[config.mk]
export PLATFORM = sky130hd
export DESIGN_NAME = scan_chain_len_table
export DESIGN_NICKNAME = d
export VERILOG_FILES = /design/src/rtl/scan_chain_len_table.sv
export SDC_FILE = /design/constraint.sdc
export NUM_CORES = 1
export LEC_CHECK = 0
export ABC_CLOCK_PERIOD_IN_PS = 4100
export BUFFER_PORTS_ARGS = -buffer_cell sky130_fd_sc_hd__buf_2
export CORE_UTILIZATION = 50
export CTS_BUF_LIST = sky130_fd_sc_hd__clkbuf_8
export DETAILED_ROUTE_END_ITERATION = 7
export PLACE_DENSITY = 0.68
export SLEW_MARGIN = 15
export SYNTH_ARGS = -nofsm -noshare
export SYNTH_HDL_FRONTEND = slang
export SYNTH_SLANG_ARGS = --single-unit
[constraint.sdc]
create_clock -name clk -period 4.1 [get_ports clk]
set_clock_uncertainty 0.1 [all_clocks]
set_input_delay 0.41 -clock clk [delete_from_list [all_inputs] [get_ports clk]]
set_output_delay 0.41 -clock clk [all_outputs]
set_load 0.03 [all_outputs]
[src/rtl/scan_chain_len_table.sv]
// Scan-chain length table with a host read/write port and a walker that
// streams one shift_en per scan bit for a contiguous range of chains.
module scan_chain_len_table #(
  parameter int NUM_CHAINS = 16,
  parameter int LEN_W      = 11,
  parameter int ADDR_W     = 6
) (
  input  logic              clk,
  input  logic              reset,
  input  logic              wr_en,
  input  logic [ADDR_W-1:0] wr_addr,
  input  logic [LEN_W-1:0]  wr_data,
  input  logic [ADDR_W-1:0] rd_addr,
  output logic [LEN_W-1:0]  rd_data,
  input  logic              start,
  input  logic [ADDR_W-1:0] first_chain,
  input  logic [ADDR_W-1:0] last_chain,
  input  logic              shift_ready,
  output logic              busy,
  output logic              shift_en,
  output logic [ADDR_W-1:0] cur_chain,
  output logic [LEN_W-1:0]  bits_left,
  output logic              chain_done,
  output logic              done,
  output logic              err
);

  localparam int IDX_W = (NUM_CHAINS > 1) ? $clog2(NUM_CHAINS) : 1;
  localparam logic [ADDR_W:0] NC = (ADDR_W+1)'(NUM_CHAINS);

  typedef enum logic [2:0] {IDLE, LOAD, SHIFT, NEXT, FIN} state_t;

  logic [LEN_W-1:0]  tbl [NUM_CHAINS];
  state_t            state, state_nxt;
  logic [ADDR_W-1:0] last_q;
  logic              wr_ok, rd_ok, bounds_bad, accept;
  logic [LEN_W-1:0]  load_val;

  // Power-on table contents: chains 1..8 hold 12 down to 5, the rest empty.
  function automatic logic [LEN_W-1:0] init_val(input int i);
    return (i >= 1 && i <= 8) ? LEN_W'(13 - i) : '0;
  endfunction

  assign wr_ok      = wr_en && ({1'b0, wr_addr} < NC);
  assign rd_ok      = {1'b0, rd_addr} < NC;
  assign bounds_bad = (first_chain > last_chain) || ({1'b0, last_chain} >= NC);
  assign accept     = (state == IDLE) && start && !bounds_bad;
  // cur_chain is always a validated in-range index while the walker is active.
  assign load_val   = tbl[cur_chain[IDX_W-1:0]];

  // Table storage: reset loads the default lengths, out-of-range writes dropped.
  always_ff @(posedge clk) begin
    if (reset) begin
      for (int i = 0; i < NUM_CHAINS; i++) tbl[i] <= init_val(i);
    end else if (wr_ok) begin
      tbl[wr_addr[IDX_W-1:0]] <= wr_data;
    end
  end

  // Host read port: one-cycle latency, write-first on address collision.
  always_ff @(posedge clk) begin
    if (reset)                          rd_data <= '0;
    else if (!rd_ok)                    rd_data <= '0;
    else if (wr_ok && wr_addr == rd_addr) rd_data <= wr_data;
    else                                rd_data <= tbl[rd_addr[IDX_W-1:0]];
  end

  // Walker state register.
  always_ff @(posedge clk) begin
    if (reset) state <= IDLE;
    else       state <= state_nxt;
  end

  // Walker next-state logic.
  always_comb begin
    state_nxt = state;
    case (state)
      IDLE:    if (accept) state_nxt = LOAD;
      LOAD:    state_nxt = (load_val == '0) ? NEXT : SHIFT;
      SHIFT:   if (shift_ready && bits_left == LEN_W'(1)) state_nxt = NEXT;
      NEXT:    state_nxt = (cur_chain == last_chain_q()) ? FIN : LOAD;
      FIN:     state_nxt = IDLE;
      default: state_nxt = IDLE;
    endcase
  end

  function automatic logic [ADDR_W-1:0] last_chain_q();
    return last_q;
  endfunction

  // Walker counters: chain index, latched last bound and remaining bits.
  always_ff @(posedge clk) begin
    if (reset) begin
      cur_chain <= '0;
      last_q    <= '0;
      bits_left <= '0;
    end else begin
      case (state)
        IDLE: if (accept) begin
          cur_chain <= first_chain;
          last_q    <= last_chain;
        end
        LOAD:  bits_left <= load_val;
        SHIFT: if (shift_ready) bits_left <= bits_left - LEN_W'(1);
        NEXT:  if (cur_chain != last_q) cur_chain <= cur_chain + ADDR_W'(1);
        default: ;
      endcase
    end
  end

  // Status and strobes; pulses are suppressed while reset is asserted.
  always_comb begin
    busy       = (state != IDLE);
    shift_en   = !reset && (state == SHIFT) && shift_ready;
    chain_done = shift_en && (bits_left == LEN_W'(1));
    done       = !reset && (state == FIN);
    err        = !reset && (state == IDLE) && start && bounds_bad;
  end

endmodule

==> out/qor.csv, run 1 <==
stage,metric,value,unit
run_status,status,"finished, final reports clean",
timing,fmax,308,MHz
hold_path,min-delay worst type,in2reg,
clocking,Worst-path clk slew,0.06,ns
drt,1st-iter DRT viols,824,
job,Max-cap violations,0,
placed_design,HPWL after DPL,20800,µm
yosys,Syn Nets,907,
floorplan,initial core utilization,51.0,%
global_route,GRT Util Overall,26.2,%
floorplan,chip width,154,µm
final_layout,final instance area,12800,µm²
drt,DR WL/cell,24.2,µm
global_route,initial antenna violation count,0,
clocking,Resized cells post-CTS,0,
timing,"Hold Vio Cnt, Final",0,
global_route,grt total ovfl,0,
worst_setup_path,Worst setup SP type,register,
final_layout,"leading cell type in the layout, fill and taps excluded",edfxtp_1,
timing,Slew @ Worst Pin,1.26,ns
floorplan,die footprint,23600,µm²
drt,Vias/cell,6.25,
clocking,clock latency at the later pin of the worst-skew pair,0.53,ns
clocking,H-tree depth,2,
drt,vias,7770,
timing,final setup TNS,0,ns
timing,Final min period,3.25,ns
timing,Setup-failing EPs final,0,
drt,Routed Antenna Nets,0,
drt,Pre-antenna DRT Iters,5,
timing,final worst setup slack,0.855,ns
clocking,Hold Buf Count CTS,0,
placed_design,I/O Buffers,72,
timing,Final Cycle Share,79.2,%
final_layout,n_diodes,0,
floorplan,Core Region,22600,µm²
yosys,#FFs+latches synth,217,
worst_setup_path,R2R setup slack,1.11,ns
timing,"Slew Viols, Final",0,
final_layout,nets,978,
clocking,CTS tree,yes,
yosys,sequential area share after synthesis,53.1,%
timing,RSZ-0062 raised after global routing,false,
yosys,yosys warns,0,
drt,final WL,30100,µm
clocking,largest buffer count on any clock path,3,
power_and_ir_drop,total power,5580,µW
worst_setup_path,WS Path Type,reg2out,
floorplan,chip height,154,µm
final_layout,most frequent cells in the layout,"176 x edfxtp_1, 161 x and2_1, 97 x mux4_2",
worst_setup_path,WP data required,3.59,ns
final_layout,# fillers,1884,
final_layout,Area growth syn-to-layout,11.1,%
yosys,Netlist cell types,48,
yosys,Synth Area per Inst,13.4,µm²
power_and_ir_drop,power per cell area,436,nW/µm²
global_route,largest net degree at the start of global routing,38,
final_layout,Register Area,6110,µm²
power_and_ir_drop,Peak VDD IR,0.000201,V
worst_setup_path,"Max FO, Critical Path",7,
timing,worst rel slew slack,15.7,%
global_route,first-pass GRT wire length,45900,µm
final_layout,area occupied by multi-input gates,5040,µm²
final_layout,layout cells sized above 1,26.1,%
final_layout,fin util,56.6,%
worst_setup_path,data arrival time of the critical path,2.74,ns
placed_design,Final GP Congestion,0.870,
worst_setup_path,nature of the critical path endpoint,output pin,
power_and_ir_drop,Pleak,0.00475,µW
floorplan,Site Rows,55,
clocking,clock sink count,217,
floorplan,I/O pin count,73,
clocking,CTS buffer count,38,
placed_design,Post-Place Setup Slack,1.06,ns
yosys,Synth Cell Area,11500,µm²
global_route,vias in the first global route,7628,
yosys,number of flops mapped to enable cells by yosys,176,
drt,drt drc,0,
yosys,Main synth FF type,edfxtp_1,
yosys,post-synthesis async set-or-reset flop share,0,%
placed_design,post-place instance area,12100,µm²
clocking,CTS root buf,clkbuf_8,
clocking,setup repair bufs after CTS,0,
yosys,cell count after synthesis,858,
[per-stage QoR]
step | std cells | hold WS [ns]
6_report | 1243 | 0.0524
5_1_grt | 1243 | 0.0415
4_1_cts | 1243 | 0.0329
3_5_place_dp | 1174 | 0.381
3_3_place_gp | 1174 | 0.381
2_1_floorplan | 858 | 0.373
[state kept, by name, summed over array words and instances, names as in the netlist, named ones only]
signal     cells
last_q         6
bits_left     11
cur_chain      6
state          3
tbl          176
rd_data       11
[path summary, 6_finish.rpt]
kind,start,to,depth (start not counted)
min reg2reg,bits_left[6],bits_left[6],2
min,last_chain[3],last_q[3],3
max reg2reg,register,state[0],7
max,bits_left[4],chain_done,5
[kinds of logic after synthesis]
group	synth area share, %
adder cells (fa/ha/maj)	0.979
AND/OR/NAND/NOR	15.6
flip-flops	53.1
multiplexers	20.8
XOR/XNOR	0.761
AO/OA/AOI/OAI	5.65
buffers and inverters	3.15
[routing by layer]
metal	global-route usage, %	wire length [µm]	vias up	part of all wire [%]
met3	5.19	2460	64	8.2
met5	0	0	-	0
met1	34.8	12100	3890	40
met4	9.67	988	0	3.3
li1	-	-	3407	-
met2	42.9	14600	409	48
[cell type report]
| class | instances | share of cell area, % |
|---|---|---|
| multi-input combinational | 557 | 39.4 |
| timing repair buffer | 99 | 4.42 |
| tap | 285 | 2.79 |
| clock inverter | 31 | 1.04 |
| clock buffer | 38 | 4.09 |
| inverter | 16 | 0.470 |
| sequential | 217 | 47.8 |
[worst max-delay path: stages (launching register included)]
cell and delay (ns):
dfxtp_1 0.37, or3_1 0.42, nor4_1 0.70, nand4b_1 0.24, nor4_1 0.22, buf_2 0.24
[report_power, final]
part / switching [µW] / total [µW] / internal, µW / leakage, µW
clock network: 883 / 1750 / 869 / 0.000415
registers: 139 / 2660 / 2520 / 0.00202
logic: 678 / 1160 / 484 / 0.00232
[Yosys cell counts, drive strengths merged (2+ instances only)]
library cell | n | share of area [%]
a21oi | 22 | 0.96
ha | 9 | 0.98
or2 | 7 | 0.38
a221oi | 4 | 0.30
nor3 | 11 | 0.48
edfxtp | 176 | 46
mux2i | 16 | 1.4
buf | 12 | 0.80
inv | 16 | 0.52
o21ai | 30 | 1.3
nor2b | 3 | 0.16
and3 | 4 | 0.22
or3 | 14 | 0.76
xnor2 | 4 | 0.30
o22ai | 2 | 0.11
and2 | 161 | 8.8
nand2 | 32 | 1.0
nand3 | 10 | 0.43
nand2b | 11 | 0.60
xor2 | 6 | 0.46
nor4 | 5 | 0.27
a31oi | 4 | 0.22
a2111oi | 2 | 0.15
clkbuf | 56 | 1.8
a22oi | 16 | 1.0
a22o | 4 | 0.30
nor2 | 51 | 1.7
o31ai | 2 | 0.13
dfxtp | 41 | 7.1
a211oi | 8 | 0.52
nand4 | 5 | 0.27
mux4 | 99 | 19
a21o | 2 | 0.13
or4 | 3 | 0.20
Power figures use the tool's default switching activity.
==> run 2, diff against run 1 <==
Settings changed: ABC_CLOCK_PERIOD_IN_PS 4100 to 3100.
Clock period 4.1 ns to 3.1 ns, I/O delays scaled along.
==> out/qor.csv, run 2 (synthesized netlist as in run 1, its figures left out) <==
stage,metric,value,unit
worst_setup_path,R2R setup slack,0.25,ns
floorplan,die footprint,23600,µm²
timing,RSZ-0062 raised after global routing,false,
final_layout,final instance area,13100,µm²
drt,final WL,31400,µm
worst_setup_path,nature of the critical path endpoint,register,
worst_setup_path,CP max-delay cell,dfxtp_4,
placed_design,HPWL after DPL,21600,µm
final_layout,fin util,58.1,%
timing,Final Cycle Share,92.0,%
drt,Vias/cell,6.14,
clocking,clock sink count,217,
clocking,H-tree depth,2,
timing,Setup-failing EPs final,0,
job,Max-cap violations,0,
drt,vias,7758,
floorplan,chip width,154,µm
placed_design,Final GP Congestion,0.876,
timing,final worst setup slack,0.248,ns
worst_setup_path,"Max FO, Critical Path",11,
drt,drt drc,0,
worst_setup_path,WS Path Type,reg2reg,
global_route,GRT Util Overall,27.2,%
power_and_ir_drop,Peak VDD IR,0.000384,V
power_and_ir_drop,power per cell area,582,nW/µm²
drt,Pre-antenna DRT Iters,5,
global_route,first-pass GRT wire length,46500,µm
clocking,clock latency at the later pin of the worst-skew pair,0.54,ns
final_layout,Area growth syn-to-layout,14.0,%
clocking,CTS tree,yes,
clocking,Worst-path clk slew,0.06,ns
global_route,grt total ovfl,0,
drt,1st-iter DRT viols,891,
final_layout,most frequent cells in the layout,"176 x edfxtp_1, 161 x and2_1, 97 x mux4_2",
final_layout,"leading cell type in the layout, fill and taps excluded",edfxtp_1,
hold_path,min-delay worst type,in2reg,
worst_setup_path,WP data required,3.47,ns
global_route,initial antenna violation count,2,
worst_setup_path,crit-path cells,"buf_4, mux4_2, a22oi_1, nand2_1, or4_1, o311ai_1, and2_1",
timing,worst rel slew slack,28.7,%
drt,Routed Antenna Nets,0,
clocking,largest buffer count on any clock path,3,
worst_setup_path,Crit path buffers/inverters,1,
global_route,largest net degree at the start of global routing,35,
clocking,Resized cells post-CTS,0,
final_layout,max reg flops,176,
floorplan,Core Region,22600,µm²
placed_design,post-place instance area,12400,µm²
worst_setup_path,slowest cell delay on critical path,0.54,ns
final_layout,nets,1000,
clocking,CTS root buf,clkbuf_8,
timing,final setup TNS,0,ns
placed_design,Post-Place Setup Slack,0.239,ns
global_route,vias in the first global route,7543,
floorplan,I/O pin count,73,
placed_design,I/O Buffers,72,
timing,"Slew Viols, Final",0,
worst_setup_path,CP top delay family,simple AND/OR/NAND/NOR gates,
timing,Slew @ Worst Pin,1.07,ns
run_status,status,"finished, final reports clean",
final_layout,largest registers,"tbl x176, bits_left x11, rd_data x11",
floorplan,initial core utilization,51.0,%
floorplan,chip height,154,µm
timing,fmax,351,MHz
power_and_ir_drop,Pleak,0.00489,µW
clocking,CTS buffer count,37,
final_layout,largest reg by FF count,tbl,
timing,Final min period,2.85,ns
timing,"Hold Vio Cnt, Final",0,
drt,DR WL/cell,24.9,µm
worst_setup_path,data arrival time of the critical path,3.23,ns
floorplan,Site Rows,55,
worst_setup_path,Worst setup SP type,register,
final_layout,layout cells sized above 1,28.1,%
run 2: cell count changes in the layout (fill, tap and decap cells not counted), sizes merged:
cell	delta
diode	+1
dlygate4sd3	+4
buf	+19
inv	-11
clkinv	+1
clkinvlp	-1
clkbuf	+7
run 2: layer usage:
layer / track usage [%] / routed length [µm] / vias up
met5: 0 / 11 / -
met1: 35.1 / 12200 / 3783
met2: 42.8 / 14700 / 443
li1: - / - / 3459
met4: 11.7 / 1160 / 2
met3: 8.06 / 3340 / 71
run 2: final timing paths:
check / endpoint / start / depth (start not counted)
worst min register to register: bits_left[6] / bits_left[6] / 2
worst max-delay path: state[0] / register / 7
worst max register to register: state[0] / register / 7
worst min-delay path: cur_chain[5] / first_chain[5] / 3
run 2: worst min-delay path: cells and delay by family:
kind,cells,cell delay (ns)
AOI/OAI and AO/OA,2,0.23
buffers and inverters,1,0.10
run 2: power breakdown:
| part | switching [µW] | internal (µW) | total (µW) |
|---|---|---|---|
| registers | 167 | 3340 | 3500 |
| logic | 946 | 717 | 1660 |
| clock network | 1170 | 1310 | 2470 |
| total | 2280 | 5360 | 7640 |
run 2: per-stage QoR:
step                power (µW)  hold slack [ns]  instances
finish                    7640           0.0491       1263
global route              7920           0.0547       1262
CTS                       7660           0.0260       1262
detailed placement        5200            0.386       1193
global placement          5180            0.382       1193
floorplan                 4630            0.354        858
run 2: final cells by class:
class | count | area, µm²
fillers | 1827 | 9450
diodes | 1 | 2.50
well taps | 285 | 357
repair buffers | 122 | 848
flip-flops and latches | 217 | 6110
clock inverters | 20 | 83.8
inverters | 16 | 60.1
multi-input cells | 557 | 5040
clock buffers | 45 | 619
run 2: repair_timing:
| action | in CTS | in global routing |
|---|---|---|
| hold endpoints to repair | 4 | 0 |
| setup endpoints to repair | 0 | 0 |
| hold buffers | 4 | 0 |
| setup buffers | 0 | 0 |
